`config.mk`:
```
export PLATFORM = sky130hd
export DESIGN_NAME = hazard_scoreboard_flat
export DESIGN_NICKNAME = d
export VERILOG_FILES = /design/src/rtl/hazard_scoreboard_pkg.sv /design/src/rtl/hazard_scoreboard_if.sv /design/src/rtl/hazard_scoreboard_md_counter.sv /design/src/rtl/hazard_scoreboard.sv /design/src/flat_wrapper.sv
export SDC_FILE = /design/constraint.sdc
export NUM_CORES = 1
export LEC_CHECK = 0
export ABC_AREA = 1
export BUFFER_PORTS_ARGS = -buffer_cell sky130_fd_sc_hd__buf_4
export CAP_MARGIN = 10
export CORE_MARGIN = 2
export CORE_UTILIZATION = 51
export CTS_CLUSTER_DIAMETER = 100
export DETAILED_ROUTE_END_ITERATION = 7
export GPL_ROUTABILITY_DRIVEN = 1
export GPL_TIMING_DRIVEN = 0
export PLACE_DENSITY_LB_ADDON = 0.12
export SLEW_MARGIN = 20
export SYNTH_ARGS = -nofsm -noshare
export SYNTH_HDL_FRONTEND = slang
export SYNTH_SLANG_ARGS = --single-unit
```
`constraint.sdc`:
```
create_clock -name clk -period 1.3 [get_ports clk]
set_clock_uncertainty 0.05 [all_clocks]
set_input_delay 0.065 -clock clk [delete_from_list [all_inputs] [get_ports clk]]
set_output_delay 0.065 -clock clk [all_outputs]
set_load 0.03 [all_outputs]
```
`src/rtl/hazard_scoreboard_pkg.sv`:
```
// Shared types for the hazard/forwarding unit: scoreboard entry layout and FW width helper.
// Scoreboard dest fields are HZ_AW_MAX wide; REG_AW must not exceed it.
package hz_pkg;

  localparam int HZ_AW_MAX = 8;
  localparam int FWD_RF    = 0;

  typedef struct packed {
    logic                 valid;
    logic [HZ_AW_MAX-1:0] dest;
    logic                 is_load;
  } hz_entry_t;

  function automatic int hz_fw_width(input int stages);
    return (stages < 1) ? 1 : $clog2(stages + 1);
  endfunction

endpackage

```
`src/rtl/hazard_scoreboard_if.sv`:
```
// Decode-side bundle between the ID stage (master) and the hazard scoreboard (slave).
interface hazard_scoreboard_if #(
  parameter int REG_AW = 5,
  parameter int STAGES = 3
) ();
  localparam int FW = hz_pkg::hz_fw_width(STAGES);

  logic              id_valid;
  logic [REG_AW-1:0] id_rs;
  logic [REG_AW-1:0] id_rt;
  logic              id_use_rs;
  logic              id_use_rt;
  logic              id_wreg;
  logic [REG_AW-1:0] id_dest;
  logic              id_is_load;
  logic              id_md_start;
  logic              id_md_use;
  logic              flush;
  logic [FW-1:0]     fwd_a;
  logic [FW-1:0]     fwd_b;
  logic              stall;
  logic              md_busy;

  modport master (
    output id_valid, id_rs, id_rt, id_use_rs, id_use_rt, id_wreg, id_dest,
           id_is_load, id_md_start, id_md_use, flush,
    input  fwd_a, fwd_b, stall, md_busy
  );

  modport slave (
    input  id_valid, id_rs, id_rt, id_use_rs, id_use_rt, id_wreg, id_dest,
           id_is_load, id_md_start, id_md_use, flush,
    output fwd_a, fwd_b, stall, md_busy
  );
endinterface

```
`src/rtl/hazard_scoreboard_md_counter.sv`:
```
// Multiply/divide occupancy counter; only instantiated when HZ_MULDIV_EN is defined.
// Loaded with MD_LAT on issue, counts down to zero; busy while non-zero.
module hz_md_counter #(
  parameter int MD_LAT = 4
) (
  input  logic clk,
  input  logic rst,
  input  logic i_load,
  output logic o_busy
);
  localparam int CW = (MD_LAT < 1) ? 1 : $clog2(MD_LAT + 1);

  logic [CW-1:0] r_cnt;

  always_ff @(posedge clk) begin
    if (rst) begin
      r_cnt <= '0;
    end else if (i_load) begin
      r_cnt <= CW'(MD_LAT);
    end else if (r_cnt != '0) begin
      r_cnt <= r_cnt - 1'b1;
    end
  end

  assign o_busy = (r_cnt != '0);
endmodule

```
`src/rtl/hazard_scoreboard.sv`:
```
// Hazard and forwarding unit beside decode: shift-register scoreboard of in-flight destinations,
// forwarding selects and load-use stall. HZ_MULDIV_EN adds the mult/div busy interlock.
module hazard_scoreboard
  import hz_pkg::*;
#(
  parameter int REG_AW     = 5,
  parameter int STAGES     = 3,
  parameter int LOAD_STAGE = 2,
  parameter int MD_LAT     = 4
) (
  input logic                clk,
  input logic                rst,
  hazard_scoreboard_if.slave bus
);
  localparam int FW = hz_fw_width(STAGES);

  hz_entry_t          r_sb [1:STAGES];
  hz_entry_t          w_entry1;
  logic [STAGES:1]    w_match_a;
  logic [STAGES:1]    w_match_b;
  logic [STAGES:1]    w_ready;
  logic               w_push;
  logic               w_stall;
  logic               w_hazard;
  logic               w_md_hazard;
  logic               w_md_busy;
  logic               w_hit_a, w_hit_b, w_rdy_a, w_rdy_b;
  logic [FW-1:0]      w_sel_a, w_sel_b;
  logic [FW-1:0]      w_fwd_a, w_fwd_b;

  // Stalled or flushed instructions enter EX as bubbles; $0 writes are never tracked.
  assign w_push = bus.id_valid & bus.id_wreg & (bus.id_dest != '0) & ~w_stall & ~bus.flush;

  always_comb begin
    w_entry1 = '0;
    if (w_push) begin
      w_entry1.valid   = 1'b1;
      w_entry1.dest    = HZ_AW_MAX'(bus.id_dest);
      w_entry1.is_load = bus.id_is_load;
    end
  end

  always_ff @(posedge clk) begin
    if (rst) r_sb[1] <= '0;
    else     r_sb[1] <= w_entry1;
  end

  genvar gi;
  generate
    for (gi = 2; gi <= STAGES; gi++) begin : g_shift
      always_ff @(posedge clk) begin
        if (rst) r_sb[gi] <= '0;
        else     r_sb[gi] <= r_sb[gi-1];
      end
    end

    for (gi = 1; gi <= STAGES; gi++) begin : g_match
      assign w_ready[gi]   = (gi >= LOAD_STAGE) ? 1'b1 : ~r_sb[gi].is_load;
      assign w_match_a[gi] = bus.id_use_rs & (bus.id_rs != '0) & r_sb[gi].valid &
                             (r_sb[gi].dest == HZ_AW_MAX'(bus.id_rs));
      assign w_match_b[gi] = bus.id_use_rt & (bus.id_rt != '0) & r_sb[gi].valid &
                             (r_sb[gi].dest == HZ_AW_MAX'(bus.id_rt));
    end
  endgenerate

  // Scan oldest to youngest so the youngest match overwrites older ones.
  always_comb begin
    w_hit_a = 1'b0;
    w_hit_b = 1'b0;
    w_rdy_a = 1'b0;
    w_rdy_b = 1'b0;
    w_sel_a = FW'(FWD_RF);
    w_sel_b = FW'(FWD_RF);
    for (int k = STAGES; k >= 1; k--) begin
      if (w_match_a[k]) begin
        w_hit_a = 1'b1;
        w_rdy_a = w_ready[k];
        w_sel_a = FW'(k);
      end
      if (w_match_b[k]) begin
        w_hit_b = 1'b1;
        w_rdy_b = w_ready[k];
        w_sel_b = FW'(k);
      end
    end
    w_fwd_a  = (w_hit_a & w_rdy_a) ? w_sel_a : FW'(FWD_RF);
    w_fwd_b  = (w_hit_b & w_rdy_b) ? w_sel_b : FW'(FWD_RF);
    w_hazard = (w_hit_a & ~w_rdy_a) | (w_hit_b & ~w_rdy_b);
  end

`ifdef HZ_MULDIV_EN
  hz_md_counter #(
    .MD_LAT (MD_LAT)
  ) u_md_counter (
    .clk    (clk),
    .rst    (rst),
    .i_load (bus.id_valid & bus.id_md_start & ~w_stall & ~bus.flush),
    .o_busy (w_md_busy)
  );
  assign w_md_hazard = w_md_busy & (bus.id_md_start | bus.id_md_use);
`else
  logic w_unused_md;
  assign w_unused_md = bus.id_md_start | bus.id_md_use;
  assign w_md_busy   = 1'b0;
  assign w_md_hazard = 1'b0;
`endif

  assign w_stall     = bus.id_valid & ~bus.flush & (w_hazard | w_md_hazard);
  assign bus.stall   = w_stall;
  assign bus.fwd_a   = w_fwd_a;
  assign bus.fwd_b   = w_fwd_b;
  assign bus.md_busy = w_md_busy;
endmodule

```
`src/flat_wrapper.sv`:
```
// flat-port wrapper written by rule: the top's interface ports become plain ports
module hazard_scoreboard_flat import hz_pkg::*;
#(
  parameter int REG_AW     = 5,
  parameter int STAGES     = 3,
  parameter int LOAD_STAGE = 2,
  parameter int MD_LAT     = 4
)
  (clk, rst, bus_id_valid, bus_id_rs, bus_id_rt, bus_id_use_rs, bus_id_use_rt, bus_id_wreg, bus_id_dest, bus_id_is_load, bus_id_md_start, bus_id_md_use, bus_flush, bus_fwd_a, bus_fwd_b, bus_stall, bus_md_busy);
  hazard_scoreboard_if #(.REG_AW(REG_AW), .STAGES(STAGES)) bus_i ();
  input logic clk;
  input logic rst;
  input wire logic [$bits(bus_i.id_valid)-1:0] bus_id_valid;
  input wire logic [$bits(bus_i.id_rs)-1:0] bus_id_rs;
  input wire logic [$bits(bus_i.id_rt)-1:0] bus_id_rt;
  input wire logic [$bits(bus_i.id_use_rs)-1:0] bus_id_use_rs;
  input wire logic [$bits(bus_i.id_use_rt)-1:0] bus_id_use_rt;
  input wire logic [$bits(bus_i.id_wreg)-1:0] bus_id_wreg;
  input wire logic [$bits(bus_i.id_dest)-1:0] bus_id_dest;
  input wire logic [$bits(bus_i.id_is_load)-1:0] bus_id_is_load;
  input wire logic [$bits(bus_i.id_md_start)-1:0] bus_id_md_start;
  input wire logic [$bits(bus_i.id_md_use)-1:0] bus_id_md_use;
  input wire logic [$bits(bus_i.flush)-1:0] bus_flush;
  output wire logic [$bits(bus_i.fwd_a)-1:0] bus_fwd_a;
  output wire logic [$bits(bus_i.fwd_b)-1:0] bus_fwd_b;
  output wire logic [$bits(bus_i.stall)-1:0] bus_stall;
  output wire logic [$bits(bus_i.md_busy)-1:0] bus_md_busy;
  assign bus_i.id_valid = bus_id_valid;
  assign bus_i.id_rs = bus_id_rs;
  assign bus_i.id_rt = bus_id_rt;
  assign bus_i.id_use_rs = bus_id_use_rs;
  assign bus_i.id_use_rt = bus_id_use_rt;
  assign bus_i.id_wreg = bus_id_wreg;
  assign bus_i.id_dest = bus_id_dest;
  assign bus_i.id_is_load = bus_id_is_load;
  assign bus_i.id_md_start = bus_id_md_start;
  assign bus_i.id_md_use = bus_id_md_use;
  assign bus_i.flush = bus_flush;
  assign bus_fwd_a = bus_i.fwd_a;
  assign bus_fwd_b = bus_i.fwd_b;
  assign bus_stall = bus_i.stall;
  assign bus_md_busy = bus_i.md_busy;
  hazard_scoreboard #(.REG_AW(REG_AW), .STAGES(STAGES), .LOAD_STAGE(LOAD_STAGE), .MD_LAT(MD_LAT)) u_core (.clk(clk), .rst(rst), .bus(bus_i));
endmodule
```
======== After elaboration in Yosys (flattened, before gate mapping) ========
Memories as Yosys holds them, arrays and structs flattened.
Index checks and enable logic that the tools add are counted.
operators by class
  bitwise gates (word level) .............. 33
  eq/ne operators ......................... 6
  reduce and logical (&&, ||, !) cells .... 3
  mux-type cells .......................... 23
operators by type and width
  cell                    number
  == test 8 x 5 -> 1 bit  6
  2-to-1 mux 10 bit       4
  AND 1 bit               24
  2-to-1 mux 2 bit        8
  nonzero test 5 bit      3
  2-to-1 mux 1 bit        11
  NOT 1 bit               5
  OR 1 bit                4
word-level totals
  output and inout port bits .............. 6
  logic and storage cells ................. 66
  flip-flop bits (word level) ............. 0
  bits in writable memories ............... 30
  input bits .............................. 25
  memories kept ........................... 1
memories
  memory       words  bits a word  rd ports  clocked after memory_dff  write ports  RTL line                 RTL
  u_core.r_sb  3      10           3         0                         3            hazard_scoreboard.sv:17  hz_entry_t r_sb [1:STAGES];

======== Depth between registers and ports, before layout ========
Gate-level depths: netlist of run 1.
  depth after elaboration ................. 16
  mapped depth ............................ 10
  gate-level depth less buffers ........... 10

======== Worst setup path before layout of run 1 ========
OpenSTA, ideal clock, no wires.
  path type ............................... flip-flop to output port
  start ................................... reg u_core.r_sb[0][35] (netlist name)
  end ..................................... out bus_fwd_b[0]
  cell stages (with the launch flop) ...... 6
  setup slack ............................. -0.344 ns
  buffers on the path ..................... 0
  arrival ................................. 1.529 ns
  required time ........................... 1.185 ns
  cell sequence ........................... dfxtp_1 xnor2_1 nand3_1 nor3_1 nand3_1 a21boi_0
RTL lines
  item           RTL line            RTL
  end, declared  flat_wrapper.sv:25  output wire logic [$bits(bus_i.fwd_b)-1:0] bus_fwd_b;

==> results of run 1 <==
==> layout by cell type (no fill, tap or decap), types with 2 or more instances in the layout <==
master and count:
nand2_1 38, nor3_2 2, dfxtp_2 12, xor2_1 7, dfxtp_1 7, a21boi_2 2, nand3_1 13, xnor2_1 5
inv_1 26, clkbuf_1 2, or2_2 2, inv_2 7, dlygate4sd3_1 7, o21ai_0 2, buf_4 28, nand2_2 2
nand4_1 4, buf_6 5, clkbuf_4 3, a21oi_1 2, nor2_2 4, nor2_1 26, a21oi_2 2
==> cell type report <==
cell class | instances | share of cell area [%]
Multi-Input combinational cell | 121 | 41.5
Inverter | 34 | 8.21
Timing Repair Buffer | 39 | 20.8
Clock buffer | 4 | 1.66
Sequential cell | 19 | 25.0
Tap cell | 27 | 2.13
Buffer | 2 | 0.711
==> logic make-up (layout without fill, tap and decap cells) <==
group                  Yosys count  after routing
XOR/XNOR                        12             12
AND/OR/NAND/NOR                 96             96
other                            1              1
AO/OA/AOI/OAI                   12             12
flip-flops                      19             19
buffers and inverters           36             79
==> critical path: stages, from the launching register on <==
cell and delay [ns]:
dfxtp_1 0.35, xor2_1 0.16, nor2_1 0.12, nand3b_1 0.10, or2_1 0.25, a21boi_4 0.14
buf_6 0.14
==> repair_timing <==
item / in CTS / in global routing
setup endpoints to repair: 12 / 12
hold buffers: 7 / 0
pin swaps: 14 / 12
gates resized for setup: 27 / 9
endpoints found under the hold margin: 8 / 0
setup buffers: 5 / 3
==> per-stage QoR <==
stage	instances	power (mW)	util (%)	instance area, um2
CTS	244	1.11	76.9	1560
floorplan	176	0.695	-	1140
global route	246	1.17	78.3	1580
global placement	230	0.783	68.0	1380
detailed placement	230	0.788	68.0	1380
finish	246	1.12	78.3	1580
==> power breakdown <==
group / leakage (nW) / total [mW] / internal (mW) / switching, mW
sequential: 0.160 / 0.595 / 0.590 / 0.00534
combinational: 0.596 / 0.211 / 0.102 / 0.108
clock: 0.0150 / 0.313 / 0.120 / 0.193
==> layer usage <==
metal  part of all wire (%)  vias up  global-route usage, %
li1                       -      621                      -
met1                     42      524                   32.0
met2                     49       47                   43.6
met3                    6.2        9                   3.80
met4                    2.8        0                   12.6
met5                      0        -                      0
==> final timing paths <==
kind | startpoint | end | slack [ns] | cells past startpoint
hold / removal | bus_flush | u_core.r_sb[0][19] | 0.18 | 6
setup / recovery | u_core.r_sb[0][25] | bus_fwd_b[1] | -0.39 | 6
hold reg to reg | u_core.r_sb[0][23] | u_core.r_sb[0][33] | 0.39 | 2
setup reg to reg | u_core.r_sb[0][11] | u_core.r_sb[0][13] | -0.16 | 10
==> flow_results.org, run 1 <==
** Final layout
- Area of the multi-input gates :: approximately 660 um2
- In the final design database the tool counted between 200 and 250 nets.
- The repair_antennas step left the layout with diodes totalling 0.
- The largest registers in the layout are u_core.r_sb: 19 flops.
- The register with the most flip-flops in the layout has 19 of them.
- Area taken by flip-flops and latches :: between 300 and 400 um2
- Of the cells placed in the final design, the portion with a size suffix greater than 1 is approximately 33%.
- Register with the most flip-flops :: u_core.r_sb
- Area growth from synthesis to layout :: 41.5%
- After filler insertion, the fill cell instance count of the layout stands at approximately 150.

** Logic synthesis
- The synthesized design contains 19 register bits.
- The mapped netlist covers 1120 um2.
- Compound-gate portion of the synthesized area :: between 6 and 7%
- The synthesized design contains 0 enable-type register cells.
- The synthesized netlist devotes 0% of its cell area to adder and majority cells.
- The most common cell in the synthesized netlist is nand2_1.
- The commonest cells after synthesis are nand2_1 (39), inv_1 (31), nor2_1 (30), dfxtp_1 (19), nand3_1 (14).
- Count of synthesis-stage warnings from yosys :: 0
- Library cells used by synthesis :: 24
- Leading area contributor after synthesis :: dfxtp_1
- In this run the mean area of a mapped cell was between 6 and 7 um2.
- Synthesis produced a netlist with a net count of approximately 200.
- Of the post-synthesis cell area, the dominant cell type holds 34.0%.
- Combinational family with the most area after synthesis :: simple AND/OR/NAND/NOR gates
- Xor/xnor share of the synthesized area :: under 10%
- Counting flops with an async set or reset pin after synthesis yields a share of 0%.
- Prevailing post-synth register cell :: dfxtp_1
- Ranked by total cell area, the synthesized netlist is headed by dfxtp_1 (34%), nand2_1 (13%), inv_1 (10%).
- Sequential element share of the synthesized area :: ~34%
- Multiplexer share of the synthesized area :: 0%
- Synth Instances :: 176
- Fraction of the mapped netlist area in simple logic gates :: between 30% and 40%

** Setup path
- STA classifies the critical path endpoint as an output port.
- Along the worst path, the maximum fanout reaches 3.
- Required @ worst endpoint :: ~1.2 ns
- At the worst endpoint, the arrival time is approximately 1.6 ns.
- Launching element type of the critical path :: register
- Start-to-end type of the worst setup path :: register to output port

** Drt
- Starting DRC count in detailed routing :: 36
- Via count :: around 1200
- Sum of routed wire length over all layers :: approximately 2.9 mm
- The detail route stage leaves a number of antenna-violating nets equal to 0.
- Via count normalized by instance count :: roughly 4.9
- The first detailed-routing pass took 4 iterations.
- Average wire per standard cell :: approximately 12 um
- DRC violation count after routing :: 0

** Floorplanning
- The floorplan has 16 rows.
- In this run the standard cell core region covers 2020 um2.
- The floorplan step set the die height to around 51 um.
- Die width :: between 50 and 60 um
- Once the floorplan was initialized, standard cells occupied between 50% and 60% of the core.
- Floorplan die area :: about 2600 um2
- In this run the count of I/O pins placed on the die edge is 31.

** STA
- Portion of the clock cycle consumed by the worst path in the final layout :: 130%
- Across all hold checks on the routed design, the worst slack comes to roughly 0.18 ns.
- Setup violations remaining at the end of the flow were counted as 12.
- Final Max Slew Viols :: 0
- Setup repair after global routing missed its margin :: true
- Least setup slack across all paths after layout :: -0.394 ns
- Timing would allow up to just under 600 MHz.
- The final hold violation count came to 0.
- The routed design could run at a clock period as short as ~1.7 ns.
- For the final routed database, the setup TNS stands at -2.82 ns.

** Place
- Detailed-placement wirelength estimate :: 2.16 mm
- Weighted congestion at the end of routability-driven global placement :: around 0.91
- Number of buffers added on ports :: 27
- Worst slack at placement :: -0.133 ns

** Clock tree
- CTS tree :: built
- In this run the number of H-tree levels came out at 1.
- Skew-Pair Late Insertion Delay :: 0.31 ns
- The cell sitting at the root of the clock tree is a clkbuf_4.
- Clock-pin slew was measured on the worst setup and hold paths at around 0.11 ns.
- Cts bufs inserted :: 3
- Count of clock tree sinks :: 19
- Buffer levels on the longest clock path :: 2

** Power
- For this design the static power due to leakage is ~0.77 nW.
- Pwr per Cell Area :: 706 nW/um2
- Across the VDD grid, the largest voltage drop is about 0.64 mV.

** Run
- Max-cap violations in this run came to 0.

** GRT
- Vias in the first global route :: approximately 1100
- The first global-routing pass estimated between 4 and 5 mm of wire.
- Number of antenna violations at the first check in global routing :: 0
- Overall overflow remaining after global route :: 0
- Aggregate global-route resource usage :: between 20% and 30%
- Maximum number of pins on one net before global-route repair :: 11

** Min path
- The worst hold path belongs to the class input port to register.

** Status
- Outcome :: finished, violations left
- Violations in the final reports :: negative setup slack
Note: power is estimated with default switching activity, not from simulation.
==> run 2, diff against run 1 <==
--- a/config.mk
+++ b/config.mk
@@ -14,7 +14,7 @@
 export DETAILED_ROUTE_END_ITERATION = 7
 export GPL_ROUTABILITY_DRIVEN = 1
 export GPL_TIMING_DRIVEN = 0
-export PLACE_DENSITY_LB_ADDON = 0.12
+export PLACE_DENSITY = 0.78
 export SLEW_MARGIN = 20
 export SYNTH_ARGS = -nofsm -noshare
 export SYNTH_HDL_FRONTEND = slang
==> run 2 against run 1 <==
Against the previous run: the flow still finishes with violations (negative setup slack); count of clock-buffer cells in the layout unchanged; combinational power up 6%; setup slack better by 0.011 ns; hold slack worse by 0.0020 ns; register-to-register slack about the same; fmax up 0.67%; clock power down 4%; critical path type unchanged; critical endpoint is now bus_fwd_a[0]; largest cell class unchanged; largest power group unchanged.
==> flow_results.org, run 2 (same netlist as run 1, synthesis figures left out) <==
** Status
- Outcome :: finished, violations left
- The checks that failed: negative setup slack.

** Drt
- Antenna-violating nets left :: 0 (unchanged)
- The vias per cell is 5.10 (+4.4%).
- The remaining routing DRC violations came to 0 (unchanged).
- Average wire per standard cell :: 12.3 um (+4.6%)
- The via total after detailed routing is 1239 (+3.2%).
- The aggregate routed wire length is 2.99 mm (+3.3%).
- The DRC marker count from the first detailed-route iteration was 40 (+11%).
- The length of the first detailed-routing pass in iterations was 4 (unchanged).

** Setup path
- Required @ worst endpoint :: 1.19 ns (about the same)
- Peak fanout along the critical path :: 2 (-1)
- Crit Reg-Reg Endpoint :: u_core.r_sb[0][12]
- The critical path is of the register to output port type.
- The worst setup path is captured at an output port.
- The length in cells of the worst reg-to-reg path was 10 (unchanged).
- The worst setup path is launched from a register.
- Startpoint of the lowest-slack register-to-register path :: u_core.r_sb[0][12]
- R2R setup slack :: -0.15 ns (about the same)
- Critical path data arrival time :: 1.57 ns (about the same)

** Place
- Number of buffers added on ports :: 27 (unchanged)
- Post-Place Cell Area :: 1380 um2 (unchanged)
- Worst slack at placement :: -0.128 ns (+0.00487 ns)
- Cell count after placement :: 230 (unchanged)
- Weighted congestion at the end of routability-driven global placement :: 0.927 (+1.9%)
- The detailed-placement wirelength estimate was 2.14 mm (-1.0%).

** Power
- The overall power of the completed layout came to 1.12 mW (about the same).
- The power density normalized to cell area came to 691 nW/um2 (-2.1%).
- Total leakage power :: 0.778 nW (+1.0%)
- The peak supply drop is 0.629 mV (-2.0%).

** Final layout
- The post-route standard cell area excluding fillers is 1620 um2 (+2.1%).
- The fraction of final layout cells with drive strength greater than 1 came to 38.0% (+4.6 points).
- The diode insertion count for antenna repair came to 0 (unchanged).
- The final design utilization came to 80.0% (+1.7 points).
- In the layout the commonest cells are nand2_1 (36), buf_4 (25), nor2_1 (23), inv_1 (23), dfxtp_2 (13).
- The number of flip-flops in the largest register came to 19 (unchanged).
- Register with the most flip-flops :: u_core.r_sb
- The sequential cell area came to 397 um2 (+0.32%).
- The layout net count was 242 (-1.2%).
- The final standard cell count with taps included and fillers excluded came to 243 (-1.2%).
- FILL cells :: 158 (+2.6%)
- Area of the multi-input gates :: 716 um2 (+8.7%)
- From synthesis to final layout, the design area changed by 44.5%.
- The library cell used most frequently in the layout, excluding fill and tap cells, is nand2_1.
- The largest registers in the layout are u_core.r_sb: 19 flops.

** GRT
- The met1 global-route usage came to 27.4% (-4.6 points).
- GR Util met3 :: 4.39% (+0.58 points)
- Maximum number of pins on one net before global-route repair :: 11 (unchanged)
- Aggregate global-route resource usage :: 24.0% (-1.7 points)
- The global routing stage identified its most utilized layer as met2.
- The met2 capacity usage during global routing came to 44.3% (+0.66 points).
- Number of antenna violations at the first check in global routing :: 0 (unchanged)
- The number of global-route vias before repair came to 1160 (+4.2%).
- Wire length of the first global-routing pass :: 4.66 mm (-4.4%)
- The remaining global-route overflow was 0 (unchanged).

** Min path
- The tightest min-delay check is of the input port to register type.
- The hold path depth came to 6 (unchanged).
- Endpoint of the worst hold path :: u_core.r_sb[0][19]
- The worst hold path begins at bus_flush.

** Run
- Reported max-cap violation count :: 0 (unchanged)

** Floorplanning
- The horizontal extent of the die came to 50.9 um (unchanged).
- The initial core utilization came to 55.4% (unchanged).
- Number of placement rows :: 16 (unchanged)
- Core region area :: 2020 um2 (unchanged)
- The height of the die was 50.9 um (unchanged).
- The top-level port count is 31 (unchanged).
- The area of the die is 2590 um2 (unchanged).

** Clock tree
- Skew-Pair Late Insertion Delay :: 0.30 ns (about the same)
- Register clock-pin slew on the reported worst setup and hold paths :: 0.11 ns (about the same)
- CTS H-Tree Depth :: 1 (unchanged)
- Cts bufs inserted :: 3 (unchanged)
- Count of clock tree sinks :: 19 (unchanged)
- Root buffer cell :: clkbuf_4
- Buffer levels on the longest clock path :: 2 (unchanged)
- CTS tree :: built

** STA
- Worst-case hold slack :: 0.173 ns (-0.00199 ns)
- Least setup slack across all paths after layout :: -0.383 ns (+0.0112 ns)
- The shortest clock period the worst path allows after layout came to 1.68 ns (-0.0112 ns).
- Maximum operating frequency :: 594 MHz (+0.67%)
- Final Hold Viols :: 0 (unchanged)
- Sum Neg Setup Slack :: -2.73 ns (+0.0840 ns)
- The final worst-path cycle share came to 129% (-0.86 points).
- The final count of negative-setup-slack endpoints was 12 (unchanged).
- Final Max Slew Viols :: 0 (unchanged)
- Setup repair after global routing could not meet its margin everywhere.
-- run 2: worst max-delay path: stages (launching register included) --
cell	delay, ns
dfxtp_2	0.38
xnor2_1	0.12
nand2_1	0.12
nor3_2	0.22
nand3_1	0.12
a21boi_2	0.17
buf_6	0.15
-- run 2: cell type report --
class | instances | area share, %
Buffer | 2 | 0.696
Clock buffer | 4 | 1.62
Inverter | 34 | 7.89
Multi-Input combinational cell | 121 | 44.2
Sequential cell | 19 | 24.5
Tap cell | 27 | 2.09
Timing Repair Buffer | 36 | 18.9
-- run 2: layer usage --
layer  part of all wire (%)  up-vias
li1                       -      611
met1                     41      563
met2                     50       55
met3                    6.2       10
met4                    2.2        0
met5                      0        -
-- run 2: worst max-delay path by stage --
| stage | startpoint | end | depth (start not counted) |
|---|---|---|---|
| finish | u_core.r_sb[0][35] | bus_fwd_a[0] | 6 |
| global route | u_core.r_sb[0][33] | bus_fwd_b[1] | 6 |
| CTS | u_core.r_sb[0][23] | bus_fwd_b[1] | 7 |
| detailed placement | u_core.r_sb[0][35] | bus_fwd_b[1] | 6 |
| global placement | u_core.r_sb[0][24] | bus_fwd_b[1] | 7 |
| floorplan | u_core.r_sb[0][35] | bus_fwd_a[1] | 5 |
-- run 2: power by group --
group | total, mW | switching [mW] | internal (mW)
Sequential | 0.596 | 0.00597 | 0.590
Combinational | 0.223 | 0.118 | 0.105
Clock | 0.299 | 0.179 | 0.120
-- run 2: what timing repair did --
item | CTS | global route
hold endpoints to repair | 8 | 0
pin swaps | 14 | 11
setup endpoints to repair | 12 | 12
hold buffers | 7 | 0
resized for setup | 28 | 23
buffers inserted | 2 | 1
==> run 3, diff against run 2 <==
--- a/config.mk
+++ b/config.mk
@@ -15,6 +15,7 @@
 export GPL_ROUTABILITY_DRIVEN = 1
 export GPL_TIMING_DRIVEN = 0
 export PLACE_DENSITY = 0.78
+export SETUP_SLACK_MARGIN = 0.15
 export SLEW_MARGIN = 20
 export SYNTH_ARGS = -nofsm -noshare
 export SYNTH_HDL_FRONTEND = slang
==> run 3 against run 2 <==
Against the previous run: wire length rose by 13%; highest routed layer unchanged; largest power group unchanged; hold slack gained 0.0075 ns; the run still ends with negative setup slack left; register-to-register slack got worse by 0.21 ns; final area grew 6.8%; combinational power is 5% higher; clock power increased by 5%; die area did not move.
==> flow_results.org, run 3 (same netlist as run 1, synthesis figures left out) <==
** Place
- The number of cells in the design after placement came to 230 (unchanged).
- Weighted congestion at the end of routability-driven global placement :: 0.860 (-7.2%)
- Detailed-placement wirelength estimate :: 2.17 mm (+1.2%)
- Number of buffers added on ports :: 27 (unchanged)
- The placement-stage worst setup slack came to -0.171 ns (-0.0430 ns).

** STA
- Final Max Slew Viols :: 0 (unchanged)
- Maximum operating frequency :: 560 MHz (-5.8%)
- The worst hold margin was 0.181 ns (+0.00745 ns).
- Sum Neg Setup Slack :: -4.45 ns (-1.71 ns)
- The final worst-path cycle share is 137% (+7.9 points).
- Setup repair after global routing could not meet its margin everywhere.
- The shortest clock period the worst path allows after layout came to 1.79 ns (+0.103 ns).
- The final count of negative-setup-slack endpoints came to 12 (unchanged).
- The setup slack of the critical path after layout came to -0.486 ns (-0.103 ns).
- The final hold violation count came to 0 (unchanged).

** GRT
- Global routing usage on met2 :: 46.3% (+2.0 points)
- Maximum number of pins on one net before global-route repair :: 11 (unchanged)
- GR Util met3 :: 3.51% (-0.88 points)
- The remaining global-route overflow came to 0 (unchanged).
- The number of global-route vias before repair was 1125 (-3.0%).
- The global-route wire length before repair is 4.64 mm (-0.45%).
- The global-route total usage across every layer was 24.5% (+0.42 points).
- The global routing stage identified its most utilized layer as met2.
- The initial antenna violation count came to 0 (unchanged).
- Met1 Usage GRT :: 27.6% (+0.13 points)

** Final layout
- Utilization after layout :: 85.5% (+5.4 points)
- The layout net count came to 248 (+2.5%).
- Most frequent cells in the layout :: nand2_1 (37), buf_4 (29), nor2_1 (23), inv_1 (23), dfxtp_2 (13)
- The fraction of final layout cells with drive strength greater than 1 is 42.8% (+4.8 points).
- The number of flip-flops in the largest register came to 19 (unchanged).
- The area growth from synthesis to layout is 54.3%.
- In the final layout, the registers with the most flip-flops are u_core.r_sb: 19 flops.
- Leading cell type in the layout, fill and taps excluded :: nand2_1
- Register with the most flip-flops :: u_core.r_sb
- The final standard cell count with taps included and fillers excluded came to 249 (+2.5%).
- # diodes :: 0 (unchanged)
- FILL cells :: 130 (-18%)

** Setup path
- The highest cell delay on the worst timing path was 0.39 ns (about the same).
- Critical path data arrival time :: 1.67 ns (+0.10 ns)
- Critical-path cell with the highest stage delay :: dfxtp_2
- Peak fanout along the critical path :: 4 (+2)
- The worst setup path is launched from a register.
- STA classifies the critical path endpoint as an output port.
- The data required time of the critical path came to 1.19 ns (about the same).
- The signal on the critical path passes through o21ai_0 > a21oi_1 > nand3b_1 > or2_1 > a21boi_4 > buf_6.
- Start-to-end type of the worst setup path :: register to output port

** Floorplanning
- The height of the die was 50.9 um (unchanged).
- Number of I/O pins :: 31 (unchanged)
- The initial core utilization is 55.4% (unchanged).
- Number of placement rows :: 16 (unchanged)
- Floorplan die area :: 2590 um2 (unchanged)
- Core region area :: 2020 um2 (unchanged)
- Die width :: 50.9 um (unchanged)

** Drt
- Pre-Repair DR Iteration Count :: 4 (unchanged)
- The vias per cell is 5.04 (-1.1%).
- The number of routed nets with antenna violations was 0 (unchanged).
- The via total after detailed routing is 1256 (+1.4%).
- Sum of routed wire length over all layers :: 3.38 mm (+13%)
- DRC violation count after routing :: 0 (unchanged)
- The final routed wire length divided by cell count is 13.6 um (+10%).
- Starting DRC count in detailed routing :: 38 (-5.0%)

** Power
- The peak supply drop is 0.673 mV (+7.1%).
- Pwr per Cell Area :: 662 nW/um2 (-4.2%)
- The leakage power summed over all cells is 0.852 nW (+9.5%).

** Clock tree
- The number of clock sinks seen by CTS came to 19 (unchanged).
- The insertion delay to the later sink of the worst-skew pair is 0.31 ns (about the same).
- The maximum count of clock buffers along a single path is 2 (unchanged).
- The number of H-tree branching levels is 1 (unchanged).
- CTS tree :: built
- Clock tree synthesis selected as its root buffer the cell clkbuf_4.
- The total clock buffers created by CTS is 3 (unchanged).
- The clock slew seen by the registers of the worst setup and hold paths is 0.11 ns (about the same).

** Run
- The count of max-cap constraint violations is 0 (unchanged).

** Min path
- Worst hold path class :: input port to register

** Status
- Violations in the final reports :: negative setup slack
- Outcome :: finished, violations left
## run 3: layout make-up
cell class | instances | area, um2 | area share [%]
Buffer | 2 | 11.3 | 0.652
Multi-Input combinational cell | 121 | 767 | 44.4
Inverter | 34 | 130 | 7.53
Tap cell | 27 | 33.8 | 1.96
Timing Repair Buffer | 42 | 359 | 20.8
Clock buffer | 4 | 26.3 | 1.52
Sequential cell | 19 | 400 | 23.2
## run 3: critical path, delay by kind of cell (launching register included)
kind / cells / cell delay, ns
AOI/OAI and AO/OA: 3 / 0.43
buffers and inverters: 1 / 0.14
DFF: 1 / 0.39
and+or+nand+nor: 2 / 0.40
## run 3: path summary, 6_finish.rpt
kind	cells past startpoint	from	slack (ns)	to
min	5	bus_id_wreg	0.18	u_core.r_sb[0][14]
max	6	u_core.r_sb[0][22]	-0.49	bus_fwd_b[1]
min reg2reg	2	u_core.r_sb[0][25]	0.40	u_core.r_sb[0][35]
max reg2reg	11	u_core.r_sb[0][11]	-0.36	u_core.r_sb[0][11]
## run 3: metal layers
layer	up-vias	wire length [um]
li1	626	-
met2	44	1800
met4	0	112
met3	11	124
met5	-	0
met1	575	1340
## run 3: stage by stage
stage | power, mW | area [um2]
detailed placement | 0.788 | 1420
CTS | 1.10 | 1590
global placement | 0.783 | 1420
finish | 1.14 | 1730
global route | 1.19 | 1730
floorplan | 0.696 | 1180
## run 3: timing repair
| action | 4_1_cts | 5_1_grt |
|---|---|---|
| gates resized for setup | 20 | 24 |
| endpoints found under the hold margin | 8 | 0 |
| endpoints found under the setup margin | 12 | 12 |
| pin swaps | 16 | 12 |
| hold buffers | 7 | 0 |
| buffers inserted | 3 | 5 |
## run 3: power by group
part	internal, mW	switching [mW]	leakage [nW]
logic	0.110	0.124	0.676
clock network	0.120	0.195	0.0150
registers	0.588	0.00630	0.161
